[config.mk]
export PLATFORM = sky130hd
export DESIGN_NAME = counter_prog_flat
export DESIGN_NICKNAME = d
export VERILOG_FILES = /design/src/rtl/counter_prog_if.sv /design/src/rtl/counter_prog.sv /design/src/flat_wrapper.sv
export SDC_FILE = /design/constraint.sdc
export NUM_CORES = 1
export LEC_CHECK = 0
export CAP_MARGIN = 0
export CORE_ASPECT_RATIO = 0.7
export CORE_MARGIN = 10
export CORE_UTILIZATION = 52
export DETAILED_ROUTE_END_ITERATION = 8
export PLACE_DENSITY = 0.85
export SLEW_MARGIN = 20
export SYNTH_ARGS = -nofsm -noshare
export SYNTH_HDL_FRONTEND = slang
export SYNTH_SLANG_ARGS = --single-unit
export TNS_END_PERCENT = 10
[constraint.sdc]
create_clock -name clk -period 7.3 [get_ports clk]
set_input_delay 0.73 -clock clk [delete_from_list [all_inputs] [get_ports clk]]
set_output_delay 0.73 -clock clk [all_outputs]
set_load 0.005 [all_outputs]
[src/rtl/counter_prog_if.sv]
// ---------------------------------------------------------------------------
// counter_prog_if
// Bundles the control inputs and status outputs of the programmable counter.
//
// Parameters:
//   WIDTH       counter / limit / load value width
//   PRESCALE_W  prescaler divisor width
//
// Signals:
//   en, clr, load   count enable, synchronous clear, parallel load / start
//   load_val        value taken on load
//   dir             1 = count up, 0 = count down
//   mode            00 wrap, 01 saturate, 10 one-shot, 11 wrap
//   limit           terminal value for up counting
//   presc_div       prescale divisor minus 1
//   count, tc       counter value, registered terminal-count pulse
//   busy, ovf       FSM in RUN, sticky overflow
//
// Modports:
//   master  drives the controls and observes the status (controller side)
//   slave   the counter itself
// ---------------------------------------------------------------------------
interface counter_prog_if #(
    parameter int WIDTH      = 8,
    parameter int PRESCALE_W = 4
);
    logic                  en;
    logic                  clr;
    logic                  load;
    logic [WIDTH-1:0]      load_val;
    logic                  dir;
    logic [1:0]            mode;
    logic [WIDTH-1:0]      limit;
    logic [PRESCALE_W-1:0] presc_div;
    logic [WIDTH-1:0]      count;
    logic                  tc;
    logic                  busy;
    logic                  ovf;

    modport master (
        output en, clr, load, load_val, dir, mode, limit, presc_div,
        input  count, tc, busy, ovf
    );

    modport slave (
        input  en, clr, load, load_val, dir, mode, limit, presc_div,
        output count, tc, busy, ovf
    );
endinterface

[src/rtl/counter_prog.sv]
// ---------------------------------------------------------------------------
// counter_prog
// Programmable up/down counter with runtime limit, parallel load, synchronous
// clear and wrap / saturate / one-shot modes. Produces a registered
// terminal-count pulse (tc) and a sticky overflow flag (ovf).
//
// Ports:
//   clk    rising-edge clock
//   rst_n  asynchronous active-low reset
//   bus    counter_prog_if.slave (controls in, count/tc/busy/ovf out)
//
// Optional feature:
//   COUNTER_PRESCALE_EN  when defined, a PRESCALE_W-bit prescaler gates the
//                        count step to once every presc_div+1 enabled cycles.
//                        When undefined, every enabled cycle is a step and
//                        presc_div is ignored.
// ---------------------------------------------------------------------------
module counter_prog #(
    parameter int WIDTH      = 8,
    parameter int PRESCALE_W = 4
) (
    input  logic           clk,
    input  logic           rst_n,
    counter_prog_if.slave  bus
);

    typedef enum logic [1:0] {
        IDLE = 2'd0,
        RUN  = 2'd1,
        HOLD = 2'd2
    } state_e;

    localparam logic [WIDTH-1:0] ONE = WIDTH'(1);

    state_e           state_q, state_d;
    logic [WIDTH-1:0] count_q, count_d;
    logic             ovf_q, ovf_d;
    logic             tc_q, tc_d;
    logic             tick;
    logic             step;

`ifdef COUNTER_PRESCALE_EN
    localparam logic [PRESCALE_W-1:0] PONE = PRESCALE_W'(1);

    logic [PRESCALE_W-1:0] presc_q, presc_d;

    // The prescaler fires when it reaches the divisor; >= keeps it from
    // running the full range if presc_div is lowered below the current value.
    assign tick = (presc_q >= bus.presc_div);

    // Prescaler advances only while enabled, and restarts on clear, load
    // or after each tick.
    always_comb begin
        presc_d = presc_q;
        if (bus.clr || bus.load) begin
            presc_d = '0;
        end else if (bus.en) begin
            presc_d = tick ? '0 : presc_q + PONE;
        end
    end

    // Prescaler register.
    always_ff @(posedge clk or negedge rst_n) begin
        if (!rst_n) begin
            presc_q <= '0;
        end else begin
            presc_q <= presc_d;
        end
    end
`else
    logic unused_presc;

    assign tick         = 1'b1;
    assign unused_presc = ^bus.presc_div;
`endif

    assign step = bus.en && tick;

    // State register: FSM state, count, sticky overflow and the tc pulse.
    always_ff @(posedge clk or negedge rst_n) begin
        if (!rst_n) begin
            state_q <= IDLE;
            count_q <= '0;
            ovf_q   <= 1'b0;
            tc_q    <= 1'b0;
        end else begin
            state_q <= state_d;
            count_q <= count_d;
            ovf_q   <= ovf_d;
            tc_q    <= tc_d;
        end
    end

    // Next-state logic. Clear beats load beats step; a discarded step never
    // produces tc. Mode, direction and limit are read fresh on every step.
    always_comb begin
        logic             is_sat;
        logic             is_one;
        logic             at_term;
        logic             step_term;
        logic [WIDTH-1:0] step_val;
        logic [WIDTH-1:0] wrap_val;

        state_d = state_q;
        count_d = count_q;
        ovf_d   = ovf_q;
        tc_d    = 1'b0;

        is_sat    = (bus.mode == 2'b01);
        is_one    = (bus.mode == 2'b10);
        at_term   = bus.dir ? (count_q >= bus.limit) : (count_q == '0);
        step_val  = bus.dir ? (count_q + ONE) : (count_q - ONE);
        step_term = bus.dir ? (step_val >= bus.limit) : (step_val == '0);
        wrap_val  = bus.dir ? '0 : bus.limit;

        if (bus.clr) begin
            state_d = IDLE;
            count_d = '0;
            ovf_d   = 1'b0;
        end else if (bus.load) begin
            state_d = RUN;
            count_d = bus.load_val;
            ovf_d   = 1'b0;
        end else if (step) begin
            case (state_q)
                HOLD: begin
                    ovf_d = 1'b1;
                end
                default: begin
                    // One-shot runs only start from load, so IDLE ignores steps.
                    if (!(state_q == IDLE && is_one)) begin
                        if (!is_sat && !is_one) begin
                            state_d = RUN;
                            if (at_term) begin
                                count_d = wrap_val;
                                tc_d    = 1'b1;
                                ovf_d   = 1'b1;
                            end else begin
                                count_d = step_val;
                            end
                        end else if (at_term) begin
                            state_d = HOLD;
                            tc_d    = 1'b1;
                        end else begin
                            count_d = step_val;
                            tc_d    = step_term;
                            state_d = step_term ? HOLD : RUN;
                        end
                    end
                end
            endcase
        end
    end

    // Output logic: everything comes straight from registers.
    always_comb begin
        bus.count = count_q;
        bus.tc    = tc_q;
        bus.ovf   = ovf_q;
        bus.busy  = (state_q == RUN);
    end

endmodule

[src/flat_wrapper.sv]
// flat-port wrapper written by rule: the top's interface ports become plain ports
module counter_prog_flat 
#(
    parameter int WIDTH      = 8,
    parameter int PRESCALE_W = 4
)
  (clk, rst_n, bus_en, bus_clr, bus_load, bus_load_val, bus_dir, bus_mode, bus_limit, bus_presc_div, bus_count, bus_tc, bus_busy, bus_ovf);
  counter_prog_if #(.WIDTH(WIDTH), .PRESCALE_W(PRESCALE_W)) bus_i ();
  input  logic clk;
  input  logic rst_n;
  input wire logic [$bits(bus_i.en)-1:0] bus_en;
  input wire logic [$bits(bus_i.clr)-1:0] bus_clr;
  input wire logic [$bits(bus_i.load)-1:0] bus_load;
  input wire logic [$bits(bus_i.load_val)-1:0] bus_load_val;
  input wire logic [$bits(bus_i.dir)-1:0] bus_dir;
  input wire logic [$bits(bus_i.mode)-1:0] bus_mode;
  input wire logic [$bits(bus_i.limit)-1:0] bus_limit;
  input wire logic [$bits(bus_i.presc_div)-1:0] bus_presc_div;
  output wire logic [$bits(bus_i.count)-1:0] bus_count;
  output wire logic [$bits(bus_i.tc)-1:0] bus_tc;
  output wire logic [$bits(bus_i.busy)-1:0] bus_busy;
  output wire logic [$bits(bus_i.ovf)-1:0] bus_ovf;
  assign bus_i.en = bus_en;
  assign bus_i.clr = bus_clr;
  assign bus_i.load = bus_load;
  assign bus_i.load_val = bus_load_val;
  assign bus_i.dir = bus_dir;
  assign bus_i.mode = bus_mode;
  assign bus_i.limit = bus_limit;
  assign bus_i.presc_div = bus_presc_div;
  assign bus_count = bus_i.count;
  assign bus_tc = bus_i.tc;
  assign bus_busy = bus_i.busy;
  assign bus_ovf = bus_i.ovf;
  counter_prog #(.WIDTH(WIDTH), .PRESCALE_W(PRESCALE_W)) u_core (.clk(clk), .rst_n(rst_n), .bus(bus_i));
endmodule
==> impl_metrics.py, run 1 <==
metrics = {
    "status": {
        "status": "complete, no violations",
    },
    "clocking": {
        "cts_tree": "yes",
        "cts_sinks": 12,
        "htree_levels": 1,
        "clock_latency_ps": 240,
        "post_cts_resized": 0,
        "numCtsBuffers": 3,
        "cts.path.max_buffers": 2,
        "cts.clk_slew.worst_paths_ps": 50,
        "cts_root_buf": "clkbuf_8",
        "cts_hold_buf": 0,
        "post_cts.repair.setup_buffers": 0,
    },
    "placement": {
        "port_buffers": 34,
        "hpwl_um": 3510,
        "globalplace.congestion": 0.924,
    },
    "timing": {
        "relSlewSlack_pct": 40.4,
        "finalHoldViolations": 0,
        "hold_ws_ps": 569,
        "tightest_slew_ps": 883,
        "post-route-period-util_pct": 59.2,
        "slew_violations": 0,
        "finalCriticalPeriod_ps": 4320,
        "max_clock_freq_mhz": 231,
        "fin_setup_tns_ps": 0,
        "setup_violations": 0,
        "rsz0062_at_grt": "false",
        "finClkSkew_ps": 3.61,
    },
    "hold_path": {
        "hold_class": "register to register",
    },
    "detailed_routing": {
        "viasPerCell": 6.58,
        "drt_iter0_markers": 210,
        "ant_nets": 0,
        "route.detailed.drc": 0,
        "dr.pass1.iters": 4,
        "drt-total-wl_um": 4320,
        "vias": 1540,
        "routedWlPerCell_um": 18.5,
    },
    "cells_and_area": {
        "area_growth_pct": 28.1,
        "layout-drive-gt1-share_pct": 4.50,
        "ff_latch_area_um2": 300,
        "multi_input_area_mm2": 0.00107,
        "n_antenna_cell": 0,
        "fillers": 191,
        "nNetsFinal": 255,
    },
    "yosys": {
        "synth_nets": 220,
        "yosysWarnings": 0,
        "synthCells": 167,
        "yosysTopAreaCellShare_pct": 20.7,
        "synth.distinct_cells": 46,
        "ys_top_cells_by_area": "dfrtp_1, ha_1, a32o_1",
        "async_flop_share_pct": 100,
        "synthFlopType": "dfrtp_1",
        "ys_ff_latch": 12,
        "syn_area_mm2": 0.00145,
        "yosys.area.top_type": "dfrtp_1",
        "synth_edf_count": 0,
        "yosysSeqAreaShare_pct": 20.7,
        "synth_area_per_cell_um2": 8.71,
    },
    "setup_path": {
        "cpMostUsedCell": "ha_1",
        "crit_chain": "clkdlybuf4s50_1 > inv_1 > ha_1 > and2b_2 > o21a_1 > o311ai_0 > ha_1 > nand2_1 > o21ai_0 > o2bb2ai_1 > a21oi_1 > o31a_1 > a2111oi_2",
        "cpPeakStageDelay_ps": 770,
        "required_ps": 7430,
        "cp.arrival_ps": 4450,
        "crit_slowest_cell": "o311ai_0",
        "path_delay_family": "compound AO/OA/AOI/OAI gates",
        "path_class": "input pin to register",
        "worstPathBufferInverterCount": 2,
        "cp-end-kind": "register",
        "cp-start-kind": "input pin",
        "worst-path-max-fanout": 9,
    },
    "flow_run": {
        "drv_cap": 0,
    },
    "floorplan": {
        "fp.dieH_um": 64.2,
        "start_util_pct": 56.5,
        "die_area_mm2": 0.00534,
        "die_w_um": 83.2,
        "fp-row-count": 15,
        "pin_count": 39,
        "core_mm2": 0.00257,
    },
    "global_routing": {
        "grt_remaining_overflow": 0,
        "first_global_vias": 1540,
        "antenna_found_initial": 0,
        "grt_pass1_wl_um": 7420,
        "grt_usage_pct": 16.0,
        "grt_max_degree": 19,
    },
    "pwr": {
        "p_leak_nw": 0.826,
        "p_total_uw": 350,
        "peakVddDrop_v": 0.000136,
        "power_density_mw_per_mm2": 188,
    },
}
## where the power goes
part / switching [mW] / internal [mW] / leakage (nW) / total, mW
Combinational: 0.106 / 0.0964 / 0.647 / 0.203
Clock: 0.0226 / 0.0362 / 0.0216 / 0.0588
Sequential: 0.0135 / 0.0752 / 0.158 / 0.0887
Total: 0.142 / 0.208 / 0.826 / 0.350
## kinds of logic (layout without fill, tap and decap cells)
logic type | after synthesis | count (layout) | synth area share [%]
AO/OA/AOI/OAI | 64 | 64 | 33.5
flip-flops | 12 | 12 | 20.7
AND/OR/NAND/NOR | 39 | 39 | 14.7
XOR/XNOR | 6 | 6 | 3.62
adder cells (fa/ha/maj) | 25 | 25 | 22.0
buffers and inverters | 21 | 54 | 5.51
## metal layers
layer,share of wire (%),track usage (%),up-vias
met2,43,24.9,105
met1,46,21.5,714
met4,0.90,2.97,0
met3,10,4.68,8
li1,-,-,713
met5,0,0,-
## through the flow
stage	instance area, um2	instances	util [%]	worst slack, ps
finish	1860	234	72.4	2980
global route	1860	234	72.4	2730
CTS	1860	234	72.4	3010
detailed placement	1820	231	70.8	2820
global placement	1820	231	70.8	2840
floorplan	1450	167	-	4090
## cell usage after synthesis (3+ instances only)
master    number
ha_1          24
inv_1         17
a21oi_1       12
dfrtp_1       12
o21ai_0        9
a32o_1         8
nand2b_1       8
nor2_1         8
nand2_1        6
nand3_1        5
a211oi_1       4
a221o_1        4
o21a_1         4
clkbuf_1       3
o211ai_1       3
xnor2_1        3
xor2_1         3
## area by class of cell
class,count,share of cell area [%]
multi-input cells,134,57.7
repair buffers,34,18.3
inverters,17,3.43
flip-flops and latches,12,16.1
clock buffers,3,2.22
well taps,34,2.28
## flip-flops by register name, indices dropped and copies added (netlist names)
signal,count
u_core.bus.count,8
u_core.state_q,2
u_core.bus.ovf,1
u_core.bus.tc,1
## worst register-to-register path, cell delays in order (launching register included)
cell and delay [ps]:
dfrtp_1 470, inv_1 160, fa_1 240, and2b_2 260, o21a_1 190, o311ai_0 770
ha_1 270, nand2_1 60, o21ai_0 200, o2bb2ai_1 150, a21oi_1 70, o31a_1 150
a2111oi_2 340
## path summary, 6_finish.rpt
check                                     from                   to  slack [ps]  cells past startpoint
setup / recovery                       bus_dir        u_core.bus.tc        2980                     13
hold / removal                  u_core.bus.ovf       u_core.bus.ovf         570                      2
setup reg to reg           u_core.bus.count[0]        u_core.bus.tc        3880                     12
hold reg to reg                 u_core.bus.ovf       u_core.bus.ovf         570                      2
max in group asynchronous                rst_n  u_core.bus.count[1]        6100                      1
min in group asynchronous                rst_n        u_core.bus.tc         840                      1
## placed cells by master (no fill, tap or decap), types with 2 or more instances in the layout
master	Yosys	final
xor2_1	3	3
o21a_1	4	4
and3_1	2	2
a221o_1	4	4
dfrtp_1	12	12
a32o_1	8	8
a21oi_1	12	12
ha_1	24	24
nor2_1	8	8
o211ai_1	3	3
a2bb2oi_1	2	2
clkdlybuf4s50_1	0	34
clkbuf_8	0	3
o21ai_0	9	9
nand2b_1	8	8
xnor2_1	3	3
o311ai_0	2	2
nand3_1	5	5
nand2_1	6	6
inv_1	17	17
or4_1	2	2
a31oi_1	2	2
a211oi_1	4	4
Note: power is estimated with default switching activity, not from simulation.
==> inputs of run 2 (changes only) <==
--- a/config.mk
+++ b/config.mk
@@ -8,9 +8,9 @@
 export CAP_MARGIN = 0
 export CORE_ASPECT_RATIO = 0.7
 export CORE_MARGIN = 10
-export CORE_UTILIZATION = 52
+export CORE_UTILIZATION = 49
 export DETAILED_ROUTE_END_ITERATION = 8
-export PLACE_DENSITY = 0.85
+export PLACE_DENSITY = 0.81
 export SLEW_MARGIN = 20
 export SYNTH_ARGS = -nofsm -noshare
 export SYNTH_HDL_FRONTEND = slang
==> constraint.sdc (replaced) <==
create_clock -name clk -period 4.15 [get_ports clk]
set_input_delay 0.415 -clock clk [delete_from_list [all_inputs] [get_ports clk]]
set_output_delay 0.415 -clock clk [all_outputs]
set_load 0.005 [all_outputs]
==> impl_metrics.py, run 2 (synthesized netlist as in run 1, its figures left out) <==
metrics = {
    "detailed_routing": {
        "vias": 1472,
        "drt_iter0_markers": 189,
        "route.detailed.drc": 0,
        "routedWlPerCell_um": 18.3,
        "ant_nets": 0,
        "drt-total-wl_um": 4380,
        "viasPerCell": 6.13,
        "dr.pass1.iters": 4,
    },
    "placement": {
        "dpl_worst_slack_ps": 357,
        "place_inst": 236,
        "hpwl_um": 3500,
        "port_buffers": 34,
        "placed_area_mm2": 0.00185,
        "globalplace.congestion": 0.866,
    },
    "timing": {
        "finalCriticalPeriod_ps": 3640,
        "finClkSkew_ps": 5.08,
        "tightest_slew_ps": 591,
        "fin_setup_tns_ps": 0,
        "hold_ws_ps": 533,
        "finalHoldViolations": 0,
        "relSlewSlack_pct": 60.5,
        "max_clock_freq_mhz": 275,
        "post-route-period-util_pct": 87.6,
        "worst_slack_ps": 513,
        "rsz0062_at_grt": "false",
        "setup_violations": 0,
        "slew_violations": 0,
    },
    "setup_path": {
        "rr_worst_depth": 12,
        "cp-start-kind": "input pin",
        "cpPeakStageDelay_ps": 480,
        "critical_path_depth": 14,
        "path_class": "input pin to register",
        "cp-end-kind": "register",
        "path_delay_family": "compound AO/OA/AOI/OAI gates",
        "crit_chain": "clkdlybuf4s50_1 > inv_1 > ha_1 > a211oi_2 > o31ai_1 > a31oi_1 > xnor2_1 > ha_1 > a21oi_1 > o21ai_0 > o2bb2ai_1 > a21oi_1 > o311ai_0 > nand3_1",
        "crit_slowest_cell": "clkdlybuf4s50_1",
        "cp.arrival_ps": 3810,
        "required_ps": 4320,
        "worst-path-max-fanout": 9,
        "worstPathBufferInverterCount": 2,
    },
    "clocking": {
        "post_cts_resized": 0,
        "cts_root_buf": "clkbuf_8",
        "post_cts.repair.setup_buffers": 0,
        "htree_levels": 1,
        "clock_latency_ps": 240,
        "cts.clk_slew.worst_paths_ps": 60,
        "cts_hold_buf": 0,
        "numCtsBuffers": 3,
        "cts.path.max_buffers": 2,
        "cts_tree": "yes",
        "cts_sinks": 12,
    },
    "floorplan": {
        "fp-row-count": 16,
        "pin_count": 39,
        "core_mm2": 0.00282,
        "die_w_um": 85.1,
        "start_util_pct": 51.5,
        "fp.dieH_um": 65.6,
        "die_area_mm2": 0.00558,
    },
    "global_routing": {
        "antenna_found_initial": 0,
        "grt_usage_pct": 15.4,
        "first_global_vias": 1503,
        "use_met3_pct": 4.43,
        "grt_remaining_overflow": 0,
        "use_met2_pct": 23.3,
        "grt_pass1_wl_um": 7180,
        "grt-busiest-layer": "met2",
        "grt_max_degree": 19,
        "grtUsageMet1_pct": 21.4,
    },
    "cells_and_area": {
        "layout.cells.most_common": "clkdlybuf4s50_1",
        "n_antenna_cell": 0,
        "nNetsFinal": 258,
        "layout_common_cells": "clkdlybuf4s50_1, ha_1, inv_1, a21oi_1, dfrtp_1",
        "largest_reg_flops": 8,
        "stdcell_count": 240,
        "layout-drive-gt1-share_pct": 6.37,
        "area_growth_pct": 30.7,
        "fin_util_pct": 67.3,
        "stdcell_area_mm2": 0.00190,
    },
    "pwr": {
        "power_density_mw_per_mm2": 342,
        "peakVddDrop_v": 0.000223,
        "p_total_uw": 649,
        "p_leak_nw": 0.848,
    },
    "hold_path": {
        "hold_class": "input pin to async pin",
    },
    "status": {
        "status": "complete, no violations",
    },
    "flow_run": {
        "drv_cap": 0,
    },
}
## run 2: cell types whose count changed in the layout (fill, tap and decap cells not counted), sizes merged
cell / delta
buf: +3
clkbuf: +1
## run 2: cell type report
| cell class | instances | area, um2 |
|---|---|---|
| Clock buffer | 4 | 55.1 |
| Fill cell | 213 | 922 |
| Inverter | 17 | 63.8 |
| Multi-Input combinational cell | 134 | 1070 |
| Sequential cell | 12 | 300 |
| Tap cell | 36 | 45.0 |
| Timing Repair Buffer | 37 | 363 |
## run 2: final timing paths
check	to	slack, ps	start
max	u_core.state_q[0]	510	bus_dir
min	u_core.bus.count[4]	530	rst_n
max reg2reg	u_core.state_q[0]	910	u_core.bus.count[1]
min reg2reg	u_core.state_q[1]	600	u_core.state_q[1]
max in group asynchronous	u_core.bus.count[6]	3250	rst_n
min in group clk	u_core.state_q[1]	600	u_core.state_q[1]
## run 2: where the power goes
part | internal, mW | switching [mW] | total [mW]
clock network | 0.0839 | 0.0442 | 0.128
logic | 0.175 | 0.190 | 0.365
registers | 0.132 | 0.0237 | 0.156
total | 0.392 | 0.258 | 0.649
## run 2: worst reg2reg max path: stages (launching register included)
cell and delay [ps]:
dfrtp_1 440, ha_1 350, a211oi_2 80, o31ai_1 400
a31oi_1 170, xnor2_1 380, ha_1 340, a21oi_1 140
o21ai_0 120, o2bb2ai_1 140, a21oi_1 190, o311ai_0 230
nand3_1 180
## run 2: per-layer routing
metal | routed length [um] | part of all wire, % | vias up
met5 | 0 | 0 | -
met4 | 23 | 0.52 | 0
met3 | 367 | 8.4 | 4
met2 | 1830 | 42 | 62
met1 | 2160 | 49 | 691
li1 | - | - | 715
==> inputs of run 3 (changes only) <==
--- a/config.mk
+++ b/config.mk
@@ -10,6 +10,7 @@
 export CORE_MARGIN = 10
 export CORE_UTILIZATION = 49
 export DETAILED_ROUTE_END_ITERATION = 8
+export GPL_ROUTABILITY_DRIVEN = 0
 export PLACE_DENSITY = 0.81
 export SLEW_MARGIN = 20
 export SYNTH_ARGS = -nofsm -noshare
==> results of run 3 <==
Final layout, timing and power as in run 2 (identical DEF).
